File: src/rtl/keypad_emulator_if.sv
// Keystroke request plus keypad matrix signals between a scanner-side driver and the keypad emulator.
interface keypad_emulator_if;
  logic [3:0]  key_code;
  logic [15:0] hold_cycles;
  logic        press;
  logic [3:0]  columns;
  logic [3:0]  rows;
  logic        busy;
  logic        key_down;
  logic [7:0]  scan_hits;

  modport master (
    output key_code, hold_cycles, press, columns,
    input  rows, busy, key_down, scan_hits
  );

  modport slave (
    input  key_code, hold_cycles, press, columns,
    output rows, busy, key_down, scan_hits
  );
endinterface

File: src/rtl/keypad_emulator.sv
// 4x4 matrix keypad emulator: answers active-low column strobes with active-low rows for one held key.
// Contact bounce on press/release is compiled in only when KEYPAD_EMU_BOUNCE_EN is defined.
//
// state      | meaning
// IDLE       | no contact, waiting for a press
// BOUNCE_IN  | closed/open bounce pairs on press
// HELD       | stable contact for the latched hold count
// BOUNCE_OUT | closed/open bounce pairs on release
module keypad_emulator #(
  parameter int unsigned BouncePairs = 3,
  parameter int unsigned BounceHalf  = 4
) (
  input logic              i_clk,
  input logic              i_rst,
  keypad_emulator_if.slave io_kp
);

  typedef enum logic [1:0] {IDLE, BOUNCE_IN, HELD, BOUNCE_OUT} state_t;

  state_t      r_state;
  logic [1:0]  r_row;
  logic [1:0]  r_col;
  logic [15:0] r_cnt;
  logic [3:0]  r_col_prev;
  logic [3:0]  r_rows;
  logic        r_busy;
  logic        r_key_down;
  logic [7:0]  r_hits;

  logic        w_closed;
  logic        w_strobe;
  logic [15:0] w_hold_m1;

`ifdef KEYPAD_EMU_BOUNCE_EN
  localparam logic [15:0] HalfM1  = 16'(BounceHalf - 1);
  localparam logic [15:0] PairsM1 = (BouncePairs == 0) ? 16'd0 : 16'(BouncePairs - 1);

  logic [15:0] r_hold_m1;
  logic [15:0] r_pairs;
  logic        r_open;
  logic        w_bounce_done;

  // Last cycle of the last open phase, or immediately when no pairs are configured.
  assign w_bounce_done = (BouncePairs == 0) ||
                         (r_open && (r_cnt == 16'd0) && (r_pairs == 16'd0));
`else
  logic w_unused_cfg;
  assign w_unused_cfg = ((BouncePairs + BounceHalf) != 0);
`endif

  assign w_hold_m1 = (io_kp.hold_cycles == 16'd0) ? 16'd0 : io_kp.hold_cycles - 16'd1;
  assign w_strobe  = r_col_prev[r_col] & ~io_kp.columns[r_col];

  always_comb begin
    w_closed = 1'b0;
    case (r_state)
      HELD:       w_closed = 1'b1;
`ifdef KEYPAD_EMU_BOUNCE_EN
      BOUNCE_IN,
      BOUNCE_OUT: w_closed = (BouncePairs != 0) && !r_open;
`endif
      default:    w_closed = 1'b0;
    endcase
  end

  always_ff @(posedge i_clk) begin
    if (i_rst) begin
      r_state    <= IDLE;
      r_row      <= 2'd0;
      r_col      <= 2'd0;
      r_cnt      <= 16'd0;
      r_col_prev <= 4'b1111;
      r_rows     <= 4'b1111;
      r_busy     <= 1'b0;
      r_key_down <= 1'b0;
      r_hits     <= 8'd0;
`ifdef KEYPAD_EMU_BOUNCE_EN
      r_hold_m1  <= 16'd0;
      r_pairs    <= 16'd0;
      r_open     <= 1'b0;
`endif
    end else begin
      r_col_prev <= io_kp.columns;
      r_rows     <= 4'b1111;
      if (w_closed && !io_kp.columns[r_col]) r_rows[r_row] <= 1'b0;

      if ((r_state == HELD) && w_strobe && (r_hits != 8'hFF)) r_hits <= r_hits + 8'd1;

      case (r_state)
        IDLE: begin
          if (io_kp.press) begin
            r_row  <= io_kp.key_code[3:2];
            r_col  <= io_kp.key_code[1:0];
            r_hits <= 8'd0;
            r_busy <= 1'b1;
`ifdef KEYPAD_EMU_BOUNCE_EN
            r_hold_m1 <= w_hold_m1;
            r_state   <= BOUNCE_IN;
            r_cnt     <= HalfM1;
            r_pairs   <= PairsM1;
            r_open    <= 1'b0;
`else
            r_state    <= HELD;
            r_key_down <= 1'b1;
            r_cnt      <= w_hold_m1;
`endif
          end
        end
`ifdef KEYPAD_EMU_BOUNCE_EN
        BOUNCE_IN, BOUNCE_OUT: begin
          if (w_bounce_done) begin
            if (r_state == BOUNCE_IN) begin
              r_state    <= HELD;
              r_key_down <= 1'b1;
              r_cnt      <= r_hold_m1;
            end else begin
              r_state <= IDLE;
              r_busy  <= 1'b0;
            end
          end else if (r_cnt == 16'd0) begin
            r_cnt  <= HalfM1;
            r_open <= ~r_open;
            if (r_open) r_pairs <= r_pairs - 16'd1;
          end else begin
            r_cnt <= r_cnt - 16'd1;
          end
        end
`endif
        HELD: begin
          if (r_cnt == 16'd0) begin
            r_key_down <= 1'b0;
`ifdef KEYPAD_EMU_BOUNCE_EN
            r_state <= BOUNCE_OUT;
            r_cnt   <= HalfM1;
            r_pairs <= PairsM1;
            r_open  <= 1'b0;
`else
            r_state <= IDLE;
            r_busy  <= 1'b0;
`endif
          end else begin
            r_cnt <= r_cnt - 16'd1;
          end
        end
        default: r_state <= IDLE;
      endcase
    end
  end

  assign io_kp.rows      = r_rows;
  assign io_kp.busy      = r_busy;
  assign io_kp.key_down  = r_key_down;
  assign io_kp.scan_hits = r_hits;

endmodule

File: src/flat_wrapper.sv
// flat-port wrapper written by rule: the top's interface ports become plain ports
module keypad_emulator_flat 
#(
  parameter int unsigned BouncePairs = 3,
  parameter int unsigned BounceHalf  = 4
)
  (i_clk, i_rst, io_kp_key_code, io_kp_hold_cycles, io_kp_press, io_kp_columns, io_kp_rows, io_kp_busy, io_kp_key_down, io_kp_scan_hits);
  keypad_emulator_if io_kp_i ();
  input logic i_clk;
  input logic i_rst;
  input wire logic [$bits(io_kp_i.key_code)-1:0] io_kp_key_code;
  input wire logic [$bits(io_kp_i.hold_cycles)-1:0] io_kp_hold_cycles;
  input wire logic [$bits(io_kp_i.press)-1:0] io_kp_press;
  input wire logic [$bits(io_kp_i.columns)-1:0] io_kp_columns;
  output wire logic [$bits(io_kp_i.rows)-1:0] io_kp_rows;
  output wire logic [$bits(io_kp_i.busy)-1:0] io_kp_busy;
  output wire logic [$bits(io_kp_i.key_down)-1:0] io_kp_key_down;
  output wire logic [$bits(io_kp_i.scan_hits)-1:0] io_kp_scan_hits;
  assign io_kp_i.key_code = io_kp_key_code;
  assign io_kp_i.hold_cycles = io_kp_hold_cycles;
  assign io_kp_i.press = io_kp_press;
  assign io_kp_i.columns = io_kp_columns;
  assign io_kp_rows = io_kp_i.rows;
  assign io_kp_busy = io_kp_i.busy;
  assign io_kp_key_down = io_kp_i.key_down;
  assign io_kp_scan_hits = io_kp_i.scan_hits;
  keypad_emulator #(.BouncePairs(BouncePairs), .BounceHalf(BounceHalf)) u_core (.i_clk(i_clk), .i_rst(i_rst), .io_kp(io_kp_i));
endmodule
File: config.mk
export PLATFORM = sky130hd
export DESIGN_NAME = keypad_emulator_flat
export DESIGN_NICKNAME = d
export VERILOG_FILES = /design/src/rtl/keypad_emulator_if.sv /design/src/rtl/keypad_emulator.sv /design/src/flat_wrapper.sv
export SDC_FILE = /design/constraint.sdc
export NUM_CORES = 1
export LEC_CHECK = 0
export CORE_UTILIZATION = 52
export CTS_BUF_LIST = sky130_fd_sc_hd__clkbuf_16
export DETAILED_ROUTE_END_ITERATION = 12
export GPL_ROUTABILITY_DRIVEN = 0
export HOLD_SLACK_MARGIN = 0.05
export PLACE_DENSITY = 0.8
export SLEW_MARGIN = 15
export SYNTH_ARGS = -nofsm -noshare
export SYNTH_HDL_FRONTEND = slang
export SYNTH_SLANG_ARGS = --single-unit
File: constraint.sdc
create_clock -name i_clk -period 3.2 [get_ports i_clk]
set_input_delay 0.8 -clock i_clk [delete_from_list [all_inputs] [get_ports i_clk]]
set_output_delay 0.8 -clock i_clk [all_outputs]
set_load 0.1 [all_outputs]
==> impl_metrics.ini <==
[outcome]
status = finished clean

[global_route]
busiest_layer = met2
met3_usage_pct = 4.48
grt_pass1_vias = 1895
gr-total-overflow = 0
grt_pass1_wl_um = 8560
antenna_found_initial = 0
grt_use_met2_pct = 43.6
grt.total_usage_pct = 25.7
use_met1_pct = 32.1
grt_max_degree = 22

[sta]
timing.fmax_mhz = 357
setup_viol = 0
rsz0062_at_grt = no
clock_skew_ns = 0.00192
hold_ws_ns = 0.424
tightest_slew_ns = 0.666
relSlewSlack_pct = 55.6
hold_viol = 0
setup_tns_ns = 0
maxSlewViolCount = 0
final.min_clock_period_ns = 2.80
timing.final.crit_share_pct = 87.6

[floorplan]
die_y_um = 66.4
die_width_um = 66.4
rows = 23
start_util_pct = 54.0
core_area_um2 = 4000
pin_count = 41
die-area_um2 = 4410

[worst_setup_path]
critPathLaunch = io_kp_hold_cycles[0]
reg2reg_depth = 7
crit_path_end_kind = register
arrival_ns = 2.95
cp.required_ns = 3.35
start_kind = primary input
critPathKind = primary input to register
reg2reg_from = u_core.r_cnt[0]
worst-path-max-fanout = 6

[routing]
drt-pass1-iter-count = 5
drcViolationCount = 0
vias = 2159
detail-route-antenna-nets = 0
wirelength_um = 5170
wl_per_cell_um = 14.3
drt_iter0_drc = 189
via_per_inst = 5.98

[synth]
ys_ff_latch = 37
synth_cell_types = 51
yosysWarningCount = 0
synth_top_area_cell = dfxtp_1
synthArstFlopShare_pct = 0
synth_nets = 297
yosysSeqAreaShare_pct = 34.3
synthesis.area_um2 = 2160
dominantRegCellSynth = dfxtp_1
ys_top_cells_by_area = dfxtp_1 (34%), nor2_1 (4.9%), nand2_1 (4.5%), xnor2_1 (4.1%), a21oi_1 (3.0%)
avgSynthCellArea_um2 = 8.12
syn_inst = 266
synth_edf_count = 0
synth_top_area_share_pct = 34.3

[clock_tree]
cts.sinks = 37
cts_tree = done
clockBufferDepth = 2
cts_setup_buffers = 0
clk_latency_ns = 0.28
cts_buffers = 5
ctsHoldBuffers = 0
htreeDepth = 2
cts_resized = 0
clk_pin_slew_ns = 0.05
cts_root_buffer = clkbuf_16

[worst_hold_path]
worstHoldPathType = register to register
hold_start = u_core.r_row[1]
min_path_cells = 1

[cells_and_area]
n_antenna_cell = 0
post-route-util_pct = 68.5
drive_gt1_share_pct = 14.5
nets = 341
area_growth_pct = 26.9

[power_and_ir_drop]
p_per_area_nw_per_um2 = 469
totalPowerFinal_mw = 1.29
p_leak_nw = 1.06
max-vdd-ir-drop_v = 0.000213

[placement]
numPortBuffers = 40
dpl.hpwl_um = 3890

[job]
max_cap_violations = 0
==> final timing paths <==
path | to | slack (ns)
setup / recovery | u_core.r_cnt[10] | 0.40
hold / removal | u_core.io_kp.rows[2] | 0.42
setup reg to reg | u_core.r_cnt[6] | 0.63
hold reg to reg | u_core.io_kp.rows[2] | 0.42
==> critical path, cell delays in order <==
cell and delay [ns]:
clkdlybuf4s50_1 0.44, inv_1 0.09, ha_1 0.18, or3b_2 0.53, nor4b_1 0.36, mux2_2 0.39, nand3_1 0.09, nand3_1 0.08
==> power breakdown <==
group | switching, mW | internal, mW
clock network | 0.179 | 0.282
logic | 0.172 | 0.125
registers | 0.0353 | 0.492
==> synth_stat cells (6+ instances only) <==
master and count:
nand2_1 26, nor2_1 28, o211ai_1 6, dfxtp_1 37, inv_1 9, nor4_1 6, o21ai_0 8, or2_2 6
a21oi_1 13, or3_1 9, nand3_1 12, clkbuf_1 9, nor3_1 10, a211oi_1 8, xnor2_1 10, or4_1 7
==> layer usage <==
| metal | share of wire [%] | vias up | routed length [um] |
|---|---|---|---|
| li1 | - | 1071 | - |
| met1 | 42 | 974 | 2200 |
| met2 | 48 | 98 | 2490 |
| met3 | 6.9 | 16 | 359 |
| met4 | 2.5 | 0 | 129 |
| met5 | 0 | - | 0 |
==> registers in the layout, indices dropped and copies added, names as in the netlist <==
| register | flops |
|---|---|
| u_core.r_col | 2 |
| u_core.r_cnt | 16 |
| u_core.r_row | 2 |
| u_core.io_kp.scan_hits | 8 |
| u_core.io_kp.rows | 4 |
| u_core.r_col_prev | 4 |
| u_core.r_state | 1 |
==> through the flow <==
stage / cell area (um^2) / setup slack (ns) / std cells
finish: 2740 / 0.398 / 361
global route: 2740 / 0.176 / 361
CTS: 2740 / 0.400 / 361
detailed placement: 2600 / 0.105 / 353
global placement: 2600 / 0.165 / 353
floorplan: 2160 / 0.423 / 266
==> area by class of cell <==
| class | count | area (um^2) |
|---|---|---|
| inverters | 9 | 33.8 |
| flip-flops and latches | 37 | 741 |
| clock inverters | 3 | 13.8 |
| well taps | 50 | 62.6 |
| fillers | 326 | 1260 |
| multi-input cells | 209 | 1340 |
| repair buffers | 48 | 425 |
| clock buffers | 5 | 125 |
==> placed cells by master (no fill, tap or decap), drive strengths merged, types with 4 or more instances in the layout <==
cell	count
a211oi	8
a21oi	13
a31oi	4
buf	22
clkbuf	5
clkdlybuf4s50	26
dfxtp	37
ha	4
inv	10
nand2	26
nand2b	5
nand3	12
nor2	28
nor3	10
nor4	7
o211ai	6
o21ai	8
or2	6
or3	9
or4	8
xnor2	10
xor2	5
==> cells by family after synthesis <==
group,synth area share [%]
and+or+nand+nor,31.3
AOI/OAI and AO/OA,18.7
DFF,34.3
buffers and inverters,3.71
xor gates and xnor gates,6.08
muxes,3.59
adders and majority gates,2.32
Note: power is estimated with default switching activity, not from simulation.
